===== src/rtl/rs_alu_sched.sv =====
// ALU reservation station: buffers dispatched ops, captures missing operands from the CDB and
// issues the lowest-index ready op through a registered port (1 cycle); ops are held while alu_rdy_i is low.
module rs_alu_sched #(
    parameter int DEPTH = 8,
    parameter int IDX_W = 3
) (
    input  logic        clk,
    input  logic        rst,
    input  logic        flush_i,
    input  logic        en_i,
    input  logic [31:0] A_i,
    input  logic [31:0] B_i,
    input  logic        A_rdy_i,
    input  logic        B_rdy_i,
    input  logic [4:0]  A_id_i,
    input  logic [4:0]  B_id_i,
    input  logic [31:0] Imm_i,
    input  logic [6:0]  OP_i,
    input  logic [6:0]  Funct7_i,
    input  logic [2:0]  Funct3_i,
    input  logic [31:0] pc_i,
    input  logic [4:0]  ROB_id_i,
    input  logic        cdb_en_i,
    input  logic [4:0]  cdb_rob_id_i,
    input  logic [31:0] cdb_data_i,
    input  logic        alu_rdy_i,
    output logic        full_o,
    output logic        alu_en_o,
    output logic [31:0] alu_A_o,
    output logic [31:0] alu_B_o,
    output logic [31:0] alu_Imm_o,
    output logic [6:0]  alu_OP_o,
    output logic [6:0]  alu_Funct7_o,
    output logic [2:0]  alu_Funct3_o,
    output logic [31:0] alu_pc_o,
    output logic [4:0]  alu_ROB_id_o
);
    typedef struct packed {
        logic [31:0] a;
        logic [31:0] b;
        logic [31:0] imm;
        logic [6:0]  op;
        logic [6:0]  funct7;
        logic [2:0]  funct3;
        logic [31:0] pc;
        logic [4:0]  rob_id;
    } iss_t;

    typedef struct packed {
        logic        valid;
        logic        a_rdy;
        logic        b_rdy;
        logic [4:0]  a_id;
        logic [4:0]  b_id;
        iss_t        op;
    } entry_t;

    entry_t             ent_q [DEPTH];
    entry_t             ent_d [DEPTH];
    entry_t             new_e;
    iss_t               iss_q, iss_d;
    logic               alu_en_q, alu_en_d;
    logic [DEPTH-1:0]   vld, rdy;
    logic               free_found, sel_found, do_disp, do_issue;
    logic [IDX_W-1:0]   free_idx, sel_idx;

    always_comb begin
        for (int i = 0; i < DEPTH; i++) begin
            vld[i] = ent_q[i].valid;
            rdy[i] = ent_q[i].valid & ent_q[i].a_rdy & ent_q[i].b_rdy;
        end
    end

    assign full_o = &vld;

    // Lowest-index priority encoders for the free slot and the issue candidate.
    always_comb begin
        free_found = 1'b0;
        free_idx   = '0;
        sel_found  = 1'b0;
        sel_idx    = '0;
        for (int i = DEPTH - 1; i >= 0; i--) begin
            if (!vld[i]) begin
                free_found = 1'b1;
                free_idx   = IDX_W'(i);
            end
            if (rdy[i]) begin
                sel_found = 1'b1;
                sel_idx   = IDX_W'(i);
            end
        end
    end

    assign do_disp  = en_i & ~flush_i & free_found;
    assign do_issue = sel_found & alu_rdy_i & ~flush_i;

    // Incoming op also snoops the current broadcast so a same-cycle wakeup is not missed.
    always_comb begin
        new_e           = '0;
        new_e.valid     = 1'b1;
        new_e.a_rdy     = A_rdy_i | (cdb_en_i & (A_id_i == cdb_rob_id_i));
        new_e.b_rdy     = B_rdy_i | (cdb_en_i & (B_id_i == cdb_rob_id_i));
        new_e.a_id      = A_id_i;
        new_e.b_id      = B_id_i;
        new_e.op.a      = A_rdy_i ? A_i : cdb_data_i;
        new_e.op.b      = B_rdy_i ? B_i : cdb_data_i;
        new_e.op.imm    = Imm_i;
        new_e.op.op     = OP_i;
        new_e.op.funct7 = Funct7_i;
        new_e.op.funct3 = Funct3_i;
        new_e.op.pc     = pc_i;
        new_e.op.rob_id = ROB_id_i;
    end

    always_comb begin
        for (int i = 0; i < DEPTH; i++) begin
            ent_d[i] = ent_q[i];
            if (cdb_en_i && ent_q[i].valid && !ent_q[i].a_rdy && ent_q[i].a_id == cdb_rob_id_i) begin
                ent_d[i].a_rdy = 1'b1;
                ent_d[i].op.a  = cdb_data_i;
            end
            if (cdb_en_i && ent_q[i].valid && !ent_q[i].b_rdy && ent_q[i].b_id == cdb_rob_id_i) begin
                ent_d[i].b_rdy = 1'b1;
                ent_d[i].op.b  = cdb_data_i;
            end
        end
        if (do_issue) ent_d[sel_idx].valid = 1'b0;
        if (do_disp)  ent_d[free_idx] = new_e;
        if (flush_i) begin
            for (int i = 0; i < DEPTH; i++) ent_d[i].valid = 1'b0;
        end
    end

    always_comb begin
        alu_en_d = do_issue;
        iss_d    = iss_q;
        if (do_issue) iss_d = ent_q[sel_idx].op;
    end

    always_ff @(posedge clk or posedge rst) begin
        if (rst) begin
            for (int i = 0; i < DEPTH; i++) ent_q[i] <= '0;
            iss_q    <= '0;
            alu_en_q <= 1'b0;
        end else begin
            for (int i = 0; i < DEPTH; i++) ent_q[i] <= ent_d[i];
            iss_q    <= iss_d;
            alu_en_q <= alu_en_d;
        end
    end

    assign alu_en_o     = alu_en_q;
    assign alu_A_o      = iss_q.a;
    assign alu_B_o      = iss_q.b;
    assign alu_Imm_o    = iss_q.imm;
    assign alu_OP_o     = iss_q.op;
    assign alu_Funct7_o = iss_q.funct7;
    assign alu_Funct3_o = iss_q.funct3;
    assign alu_pc_o     = iss_q.pc;
    assign alu_ROB_id_o = iss_q.rob_id;
endmodule

===== config.mk =====
export PLATFORM = sky130hd
export DESIGN_NAME = rs_alu_sched
export DESIGN_NICKNAME = d
export VERILOG_FILES = /design/src/rtl/rs_alu_sched.sv
export SDC_FILE = /design/constraint.sdc
export NUM_CORES = 2
export LEC_CHECK = 0
export ABC_CLOCK_PERIOD_IN_PS = 66600
export CORE_ASPECT_RATIO = 2
export CORE_MARGIN = 5
export CORE_UTILIZATION = 45
export DETAILED_ROUTE_END_ITERATION = 8
export PLACE_DENSITY = 0.59
export SLEW_MARGIN = 25
export SYNTH_ARGS = -nofsm -noshare
export SYNTH_HDL_FRONTEND = slang
export SYNTH_SLANG_ARGS = --single-unit

===== constraint.sdc =====
create_clock -name clk -period 66.6 [get_ports clk]
set_input_delay 13.32 -clock clk [delete_from_list [all_inputs] [get_ports clk]]
set_output_delay 13.32 -clock clk [all_outputs]
set_load 0.1 [all_outputs]

Yosys cells after proc, flatten, opt, wreduce, memory -nomap -nowiden --
Index checks and enable logic that the tools add are counted.
Cells by class: magnitude comparators 4, equal/unequal tests 18, muxes and demuxes 85, bitwise gates (word level) 27, reductions and logical operators 59
Operator list (count):
- $bwmux W1304 | 2
- $mux W1304 | 2
- $demux W163 S3 | 2
- $mux W32 | 18
- $bmux W163 S3 | 1
- $mux W163 | 2
- $mux W150 | 2
- $eq A5 B5 Y1 | 18
- $mux W3 | 16
- $logic_and A1 B1 Y1 | 42
- $mux W1 | 40
- $and A1 B1 Y1 | 22
- $logic_not A1 Y1 | 16
- $ge A4 B4 Y1 const B | 2
- $lt A4 B1 Y1 const B | 2
- $not A3 Y4 | 2
- $reduce_and A8 Y1 | 1
- $or A1 B1 Y1 | 2
- $not A1 Y1 | 1
Storage, ports and cells: bits in registers 1455, input bits 205, output and inout port bits 152, logic and storage cells 306

Logic depth before layout (Yosys ltp) --
word-level depth 20, mapped depth 10, depth with buffers taken out 6

Least setup slack after synthesis --
No wires, ideal clock.
kind register to output, from register, netlist name ent_q[1303], to output full_o, arrival time 3518 ps, data required time 53280 ps, slack 49762 ps, cell stages (with the launch flop) 4, path buffers 1, cells stage by stage dfrtp_1 buf_2 nand2_1 nor4_1
On the way: cells in the longest elaborated chain, start to end 1
RTL lines:
- $reduce_and A8 Y1 | line 74 | assign full_o = &vld;
- end: declaration | line 27 | output logic full_o,
No other way between the ends.

==> flow_summary.toml <==
[placed_design]
routabilityCongestion = 0.793
dpl.hpwl_um = 130000
port_buffers = 356

[routing]
drc = 0
vias = 51300
first_pass_iters = 9
ant_nets = 0
vias_per_cell = 6.15
drt_iter0_drc = 4486
routed_wl_um = 234000
wl_per_cell_um = 28.0

[floorplanning]
pin_count = 357
fp.dieH_um = 566
die_w_um = 288
core-area_sq_um = 154000
initial_core_util = 0.451
core.rowCount = 204
die-area_sq_um = 163000

[timing]
finalSetupTns_ps = 0
clock-skew-final_ps = 39.8
tightest_slew_ps = 1110
drv_slew = 0
hold_viol_final = 0
period_minus_slack_ps = 17660
relSlewSlack = 0.259
fin_hold_ws_ps = 476
fmax_mhz = 56.6
setup_viol = 0
finalCritPeriodShare = 0.265
grt_setup_unrepaired = "false"

[cts]
post_cts.repair.setup_buffers = 0
cts_root_buffer = "clkbuf_16"
cts_sinks = 1455
clock_path_buffers = 4
cts_tree = "done"
clk_latency_ps = 780
cts_buffers = 148
cts_resized = 0
htreeDepth = 4
clk_pin_slew_worst_paths_ps = 60
cts_hold_buf = 0

[global_routing]
grt_max_degree = 181
grt.overflow.total = 0
grt_pass1_vias = 53300
antenna_found_initial = 21
grtUsageTotal = 0.280
grt_pass1_wl_um = 351000

[setup_path]
cp.arrival_ps = 18500
path_cells = "clkdlybuf4s50_1 > inv_8 > buf_12 > buf_16 > buf_4 > buf_4 > buf_16 > buf_4 > buf_12 > buf_16"
required_ps = 67440
slowest_stage = "buf_4"
cp_max_fo = 133
path_class = "in -> async"
endpoint_kind = "asynchronous set/reset pin"
crit_path_max_incr_delay_ps = 710
worst_setup_path_start_kind = "input pin"
reg2reg_slack_ps = 61360

[logic_synthesis]
syn-cell-area_sq_um = 69600
ys_warn_count = 0
synth_cell_type_count = 50
synth-async-reset-ratio = 1.00
ys.flop_type = "dfrtp_1"
synthCells = 6152
syn_avg_cell_area_sq_um = 11.3
synth-edff-count = 0
ys_seq_area_frac = 0.523
synth_nets = 6357
ys_ff_latch = 1455

[layout]
nFillCells = 13800
multi_input_area_sq_um = 30600
areaGrowthSynthToFinish_pct = 13.6
nets = 6384
drive_gt1_frac = 0.221
seq_area_sq_um = 36400

[pwr]
ir_drop_uv = 39.7
power.density_nw_per_um2 = 32.5
total_leakage_power_nw = 37.9

[worst_hold_path]
min_path_type = "reg -> reg"

[run]
drv_cap = 0

[outcome]
status = "completed"
## logic make-up after synthesis
| logic type | count (synthesis) | synth area share |
|---|---|---|
| DFF | 1455 | 0.523 |
| and+or+nand+nor | 1364 | 0.0798 |
| muxes | 1316 | 0.212 |
| AOI/OAI and AO/OA | 1315 | 0.135 |
| buffers and inverters | 612 | 0.0390 |
| xor gates and xnor gates | 90 | 0.0113 |
## power by group
group	internal (mW)	switching, mW	leakage [nW]
sequential	0.985	0.0748	19.5
clock	0.485	0.358	2.34
combinational	0.180	0.489	16.0
total	1.65	0.921	37.9
## area by class of cell
cell class | count | area share
Timing Repair Buffer | 483 | 0.0583
Clock buffer | 216 | 0.0542
Antenna cell | 14 | 0.000443
Inverter | 6 | 0.000380
Clock inverter | 36 | 0.00584
Multi-Input combinational cell | 4085 | 0.388
Sequential cell | 1455 | 0.461
Tap cell | 2060 | 0.0326
## worst paths after layout
check                                            start                   endpoint  depth (start not counted)
worst max register to register    ent_q[651]$_DFF_PP0_  alu_Imm_o[25]$_DFFE_PP0N_                          9
worst min register to register  ent_q[997]$_DFFE_PP0P_     ent_q[997]$_DFFE_PP0P_                          2
worst min-delay path            ent_q[997]$_DFFE_PP0P_     ent_q[997]$_DFFE_PP0P_                          2
min in group asynchronous                          rst       ent_q[261]$_DFF_PP0_                          2
max in group clk                               flush_i     ent_q[327]$_DFFE_PP0P_                          8
worst max-delay path                               rst   alu_pc_o[27]$_DFFE_PP0N_                         10
## synth_stat cells (15+ instances only)
| cell type | n | area share |
|---|---|---|
| mux2_2 | 902 | 0.15 |
| o211ai_1 | 140 | 0.015 |
| buf_1 | 20 | 0.0011 |
| clkbuf_1 | 387 | 0.021 |
| a21o_1 | 138 | 0.015 |
| a222oi_1 | 137 | 0.020 |
| o21ai_1 | 36 | 0.0026 |
| a221oi_1 | 25 | 0.0031 |
| mux2_4 | 87 | 0.019 |
| buf_2 | 162 | 0.012 |
| a221o_1 | 22 | 0.0032 |
| o21ai_0 | 299 | 0.022 |
| nand2_1 | 1043 | 0.056 |
| nand3_1 | 149 | 0.011 |
| a22oi_1 | 146 | 0.016 |
| xor2_1 | 24 | 0.0030 |
| buf_4 | 21 | 0.0023 |
| a22o_1 | 137 | 0.017 |
| a31oi_1 | 203 | 0.018 |
| or4_1 | 15 | 0.0016 |
| and3_1 | 29 | 0.0026 |
| nand4_1 | 19 | 0.0017 |
| dfrtp_1 | 1455 | 0.52 |
| mux2i_1 | 324 | 0.047 |
| nor2_1 | 85 | 0.0046 |
| xnor2_1 | 66 | 0.0083 |
## layer usage
layer,track usage,up-vias,part of all wire
met4,0.111,14,0.042
met3,0.0467,519,0.061
li1,-,22300,-
met5,0,-,0.00041
met1,0.338,26600,0.38
met2,0.497,1917,0.51
## worst max-delay path, delay by kind of cell
kind	cells	cell delay (ps)
buffers and inverters	10	4780
## metrics by stage
step	util	power, mW	instance area (sq um)	cells	worst slack, ps
floorplan	-	1.55	69600	6152	12240
global placement	0.481	1.74	74200	8085	47820
detailed placement	0.481	1.75	74200	8086	47700
CTS	0.512	2.59	78900	8338	48570
global route	0.513	2.66	79000	8345	48140
finish	0.513	2.57	79000	8355	48940
## cells in the final DEF (no fill, tap or decap), types with 140 or more instances in the layout
cell             instances
a31oi_1                203
clkdlybuf4s50_1        338
dfrtp_1               1455
clkbuf_16              149
nand2_1               1038
o211ai_1               140
o21ai_0                298
a22oi_1                146
mux2_2                 902
nand3_1                147
mux2i_1                324
## flip-flops by register name (all words and copies together), names as in the netlist
name          count
alu_en_o          1
alu_Funct7_o      7
alu_A_o          32
alu_pc_o         32
ent_q          1304
alu_ROB_id_o      5
alu_B_o          32
alu_OP_o          7
alu_Imm_o        32
alu_Funct3_o      3
Note: power is estimated with default switching activity, not from simulation.
